$ cat src/rtl/twomux_rr_arb.sv
// Two-source round-robin arbiter feeding a 2:1 output mux.
// Holds the winning word in a single output register and reports its source on sel.
module twomux_rr_arb #(
  parameter int unsigned WIDTH = 4,
  parameter int unsigned BURST = 2
) (
  input  logic             clk,
  input  logic             rstn,
  input  logic             a_valid,
  input  logic [WIDTH-1:0] a_data,
  output logic             a_ready,
  input  logic             b_valid,
  input  logic [WIDTH-1:0] b_data,
  output logic             b_ready,
  output logic             out_valid,
  output logic [WIDTH-1:0] out_data,
  output logic             sel,
  input  logic             out_ready
);

  localparam int unsigned RUN_W = 4;
  localparam logic [RUN_W-1:0] RUN_MAX = RUN_W'(BURST);

  typedef enum logic {
    SRC_A = 1'b0,
    SRC_B = 1'b1
  } src_e;

  // Output register and priority state
  logic             r_out_valid;
  logic [WIDTH-1:0] r_out_data;
  src_e             r_sel;
  src_e             r_last;
  logic [RUN_W-1:0] r_run;

  logic             w_out_valid_nxt;
  logic [WIDTH-1:0] w_out_data_nxt;
  src_e             w_sel_nxt;
  src_e             w_last_nxt;
  logic [RUN_W-1:0] w_run_nxt;

  logic             w_load;
  logic             w_gnt_vld;
  src_e             w_gnt;
  src_e             w_other;
  logic             w_xfer;
  logic [WIDTH-1:0] w_gnt_data;
  logic [RUN_W:0]   w_run_inc;

  assign w_load  = !r_out_valid || out_ready;
  assign w_other = (r_last == SRC_A) ? SRC_B : SRC_A;

  // Grant selection; under contention the incumbent keeps the grant until its run saturates
  always_comb begin
    w_gnt_vld = 1'b0;
    w_gnt     = SRC_A;
    unique case ({a_valid, b_valid})
      2'b10: begin
        w_gnt_vld = 1'b1;
        w_gnt     = SRC_A;
      end
      2'b01: begin
        w_gnt_vld = 1'b1;
        w_gnt     = SRC_B;
      end
      2'b11: begin
        w_gnt_vld = 1'b1;
        w_gnt     = (r_run < RUN_MAX) ? r_last : w_other;
      end
      default: begin
        w_gnt_vld = 1'b0;
        w_gnt     = SRC_A;
      end
    endcase
  end

  // Readys are gated by rstn so no handshake can complete while reset is held
  assign a_ready = rstn && w_load && w_gnt_vld && (w_gnt == SRC_A);
  assign b_ready = rstn && w_load && w_gnt_vld && (w_gnt == SRC_B);

  assign w_xfer     = w_load && w_gnt_vld;
  assign w_gnt_data = (w_gnt == SRC_B) ? b_data : a_data;
  assign w_run_inc  = {1'b0, r_run} + (RUN_W+1)'(1);

  // Next-state for output register and priority state
  always_comb begin
    w_out_valid_nxt = r_out_valid;
    w_out_data_nxt  = r_out_data;
    w_sel_nxt       = r_sel;
    w_last_nxt      = r_last;
    w_run_nxt       = r_run;
    if (w_xfer) begin
      w_out_valid_nxt = 1'b1;
      w_out_data_nxt  = w_gnt_data;
      w_sel_nxt       = w_gnt;
      if (w_gnt == r_last) begin
        if (w_run_inc > {1'b0, RUN_MAX}) begin
          w_run_nxt = RUN_MAX;
        end else begin
          w_run_nxt = w_run_inc[RUN_W-1:0];
        end
      end else begin
        w_last_nxt = w_gnt;
        w_run_nxt  = RUN_W'(1);
      end
    end else if (out_ready) begin
      w_out_valid_nxt = 1'b0;
    end
  end

  // State registers; reset leaves B as last with a saturated run so A wins first contention
  always_ff @(posedge clk or negedge rstn) begin
    if (!rstn) begin
      r_out_valid <= 1'b0;
      r_out_data  <= '0;
      r_sel       <= SRC_A;
      r_last      <= SRC_B;
      r_run       <= RUN_MAX;
    end else begin
      r_out_valid <= w_out_valid_nxt;
      r_out_data  <= w_out_data_nxt;
      r_sel       <= w_sel_nxt;
      r_last      <= w_last_nxt;
      r_run       <= w_run_nxt;
    end
  end

  assign out_valid = r_out_valid;
  assign out_data  = r_out_data;
  assign sel       = r_sel;

endmodule

$ cat config.mk
export PLATFORM = sky130hd
export DESIGN_NAME = twomux_rr_arb
export DESIGN_NICKNAME = d
export VERILOG_FILES = /design/src/rtl/twomux_rr_arb.sv
export SDC_FILE = /design/constraint.sdc
export NUM_CORES = 1
export LEC_CHECK = 0
export CORE_ASPECT_RATIO = 1.2
export CORE_UTILIZATION = 25
export DETAILED_ROUTE_END_ITERATION = 8
export SYNTH_ARGS = -nofsm -noshare
export SYNTH_HDL_FRONTEND = slang
export SYNTH_SLANG_ARGS = --single-unit
$ cat constraint.sdc
create_clock -name clk -period 3.9 [get_ports clk]
set_input_delay 0.78 -clock clk [delete_from_list [all_inputs] [get_ports clk]]
set_output_delay 0.78 -clock clk [all_outputs]
set_load 0.01 [all_outputs]
==> After elaboration in Yosys (flattened, before gate mapping) <==
Index checks and enable logic that the tools add are counted.
{ "op_classes": {"n_addsub": 1, "magnitude_cmp": 2, "n_eq_ne": 4, "mux": 9, "bitwise": 2, "reduce_logical": 10} }
{ "ops": {"columns": ["operator", "count"], "rows": [
  ["$mux W4", 3],
  ["$add A4 B1 Y5 const B", 1],
  ["$gt A5 B2 Y1 const B", 1],
  ["$logic_and A1 B1 Y1", 5],
  ["$mux W1", 5],
  ["$eq A2 B2 Y1 const B", 2],
  ["$lt A4 B2 Y1 const B", 1],
  ["$reduce_or A3 Y1", 1],
  ["$eq A2 B1 Y1 const B", 1],
  ["$not A1 Y1", 2],
  ["$pmux W1 S2", 1],
  ["$reduce_and A2 Y1", 1],
  ["$reduce_bool A2 Y1", 1],
  ["$eq A1 B1 Y1", 1],
  ["$logic_not A1 Y1", 1],
  ["$logic_or A1 B1 Y1", 1]
]} }
{ "word_totals": {"ff_bits": 11, "inputBits": 13, "output_inout_bits": 8, "elab_cells": 33} }

==> Depth between registers and ports, before layout <==
{ "logic_depth": {"word_depth": 6, "ltp_mapped": 5, "depth_no_buf": 5} }

==> Worst setup path after synthesis <==
Ideal clock, no wire load.
{ "synth_path": {"path_kind": "input to output", "startpoint": "input port out_ready", "endpoint": "output port a_ready", "arrival_ns": 1.588, "t_required_ns": 3.120, "slack_ns": 1.532, "stages": 5, "path_cell_list": "nand2b_1 o21a_1 buf_2 nand2_1 a21oi_1"} }
{ "synth_via": {"elab_chain_cells": 4} }
{ "synth_lines": {"columns": ["element", "line_no", "text"], "rows": [
  ["from (decl)", "18", "input logic out_ready"],
  ["$logic_or A1 B1 Y1", "50", "assign w_load = !r_out_valid || out_ready;"],
  ["$logic_and A1 B1 Y1 (3 in a row)", "78", "assign a_ready = rstn && w_load && w_gnt_vld && (w_gnt == SRC_A);"],
  ["to (decl)", "11", "output logic a_ready,"]
]} }
Every way passes these cells.

==> Worst setup path after layout <==
{ "layout_path": {"startpoint": "input port b_valid", "endpoint": "output port a_ready"} }
{ "layout_via": {"elab_chain_cells": 5, "elab_cells_between_ends": 9} }
{ "layout_lines": {"columns": ["element", "line_no", "text"], "rows": [
  ["from (decl)", "12", "input logic b_valid,"],
  ["$eq A2 B2 Y1 or $eq A2 B1 Y1 (tied branches)", "57", "unique case ({a_valid, b_valid})"],
  ["$reduce_or A3 Y1 (no line)", null, null],
  ["$mux W1", "57", null],
  ["$logic_and A1 B1 Y1", "78", null],
  ["$logic_and A1 B1 Y1 (*)", "78", null]
]} }
Every way passes the cells marked *; elsewhere a longest branch is shown, timed or not.

==> impl_results.md <==
* Run status: complete, no violations
* Achievable frequency at 323 MHz
* Transition time at the pin with the least slew margin at 322 ps
* Number of different library cells in the post-synthesis netlist at 23
* Placed insts at 116
* Pin count of the biggest net entering global routing at 17
* Post-DP HPWL at 1.07 mm
* Worst Setup Path Type: in -> out
* Final slew viol count at 0
* Minimum period implied by the final worst setup slack at 3100 ps
* Total Nets Final at 105
* Flop2flop setup slack at 2310 ps
* Placeable core region at 2330 um2
* Switching power share of the total at 34.5%
* Type of element capturing the critical path: output port
* Initial antenna violation count at 0
* Clock transition at the registers of the reported paths at 70 ps
* Number of nets with antenna violations after routing at 0
* Final Hold Violating Endpoints at 0
* Fraction of final layout cells sized beyond drive strength 1 at 16.9%
* Data required time of the worst path at 3120 ps
* Number of search-and-repair iterations in the first detailed-routing pass at 4
* Vias at 566
* Grt total ovfl at 0
* Peak ir drop on the vdd network at 169 uV
* Tcrit/Tclk final at 79.5%
* Final design area excluding fillers at 900 um2
* Net count of the mapped netlist at 79
* Total routed wirelength at 1.43 mm
* Number of top-level design ports at 21
* Accumulated negative setup slack at 0 ps
* Clock tree sinks at 11
* Total net switching power at 0.000139 W
* GRT Resource Usage Total at 12.1%
* Number of post-CTS setup repair buffers at 0
* Count of placed standard cells in the final layout, fillers left out at 120
* WP data arrival at 2320 ps
* Count of input and output buffers at 20
* Commonest non-fill, non-tap cell in the layout: clkdlybuf4s50_1
* Number of H-tree levels at 1
* Chip width at 47.5 um
* Worst-skew pair later-pin latency at 270 ps
* Num rows at 19
* Critical Path Fanout Max at 15
* Antenna diode instance count at 0
* Floorplan die area at 2690 um2
* Setup slack after placement at 788 ps
* Average via count per standard cell at 4.72
* Startpoint kind of the worst setup timing path: primary input
* Area of the mapped netlist at 622 um2
* Share of the yosys chip area belonging to registers at 44.7%
* Routed wirelength normalized by instance count at 11.9 um
* Post-Syn Instances at 64
* Power per cell area at 449 nW/um2
* Iteration-0 DRC count of the detailed router at 14
* Cell area after placement at 873 um2
* Clk network pwr share at 19.4%
* Internal power contribution at 0.000265 W
* Buffer depth of the longest clock path at 2
* Final setup violation count at 0
* DRC Markers at 0
* TritonCTS clock tree: done
* Most frequent cells in the layout: clkdlybuf4s50_1, nor2_1, dfrtp_1
* Worst hold slack after final layout at 539 ps
* Final WS setup at 800 ps
* Relative contribution of sequential cells to total power at 41.9%
* Worst Hold Class: reg -> reg
* Worst clock skew at 2.15 ps
* Setup repair after global routing missed its margin: false
* Cells resized by post-CTS repair at 0
* First-pass GRT wire length at 2.26 mm
* # Max-Cap Violations at 0
* Area Overhead vs Synth at 44.7%
* Yosys warns at 0
* Leakage power at 0.370 nW
* Via count of the first global-routing pass at 528
* Root Driver: clkbuf_4
* Die outline height at 56.6 um
* Initial Utilization at 26.7%
* Share of total power in combinational logic at 38.6%
* Slew HR at 78.3%
* Number of buffers created by CTS at 3
* Post-CTS Hold Fix Bufs at 0
* Routability congestion estimate from global placement at 0.736
* Flop and latch count out of synthesis at 11
* Avg Synthesized Cell Area at 9.72 um2
per-layer routing:
| layer | track usage, % | vias to the layer above | wire [um] | part of all wire, % |
|---|---|---|---|---|
| met3 | 1.93 | 4 | 70 | 4.9 |
| met4 | 8.33 | 0 | 36 | 2.5 |
| met1 | 16.2 | 259 | 638 | 45 |
| met2 | 17.0 | 22 | 687 | 48 |
| met5 | 0 | - | 0 | 0 |
| li1 | - | 281 | - | - |
worst paths after layout:
check | startpoint | cells past startpoint | to
worst max-delay path | b_valid | 6 | a_ready
worst min-delay path | out_valid | 2 | out_valid
worst max register to register | r_run[1] | 5 | r_run[1]
worst min register to register | out_valid | 2 | out_valid
max in group asynchronous | rstn | 2 | r_last
min in group asynchronous | rstn | 2 | out_data[2]
Yosys cell counts, drive strengths merged:
master / count / area, um2
dfrtp: 9 / 225
nor2: 9 / 33.8
a31oi: 5 / 31.3
inv: 5 / 18.8
nand3: 5 / 25.0
a21bo: 4 / 40.0
o21ai: 4 / 31.3
nand2: 3 / 11.3
a21oi: 2 / 10.0
buf: 2 / 10.0
dfstp: 2 / 52.6
ha: 2 / 25.0
nor2b: 2 / 12.5
o311ai: 2 / 17.5
and2: 1 / 6.26
nand2b: 1 / 6.26
nor4: 1 / 21.3
o211a: 1 / 10.0
o21a: 1 / 7.51
o221ai: 1 / 8.76
o31a: 1 / 8.76
or3b: 1 / 8.76
sequential cells by signal, indices dropped and copies added (netlist names):
signal / count
out_data: 4
r_run: 4
out_valid: 1
r_last: 1
sel: 1
cells by family after synthesis:
kind of cell	Yosys count	synth area share, %
fa+ha+maj	2	4.02
buf+inv	7	4.63
simple gates	23	20.1
flops	11	44.7
compound gates	21	26.6
worst max-delay path, cell delays in order:
cell             delay, ps
clkdlybuf4s50_1        460
buf_4                  190
o21a_1                 160
nand2_1                 60
a21oi_1                130
clkdlybuf4s50_1        550
final cells by class:
class | instances | area, um2
Fill cell | 260 | 1430
Multi-Input combinational cell | 46 | 315
Sequential cell | 11 | 278
Timing Repair Buffer | 23 | 223
Tap cell | 31 | 38.8
Clock buffer | 4 | 26.3
Inverter | 5 | 18.8
power groups by stage:
stage / clock, W / combinational (W) / sequential [W]
finish: 0.0000785 / 0.000156 / 0.000169
floorplan: 0 / 0.0000894 / 0.000172
detailed placement: 0 / 0.000157 / 0.000171
global placement: 0 / 0.000149 / 0.000170
global route: 0.0000905 / 0.000173 / 0.000173
CTS: 0.0000812 / 0.000157 / 0.000169
stage by stage:
stage	total power, W	utilization (%)
floorplan	0.000261	-
global placement	0.000319	37.5
detailed placement	0.000328	37.5
CTS	0.000408	38.6
global route	0.000436	38.6
finish	0.000404	38.6
Power figures use the tool's default switching activity.
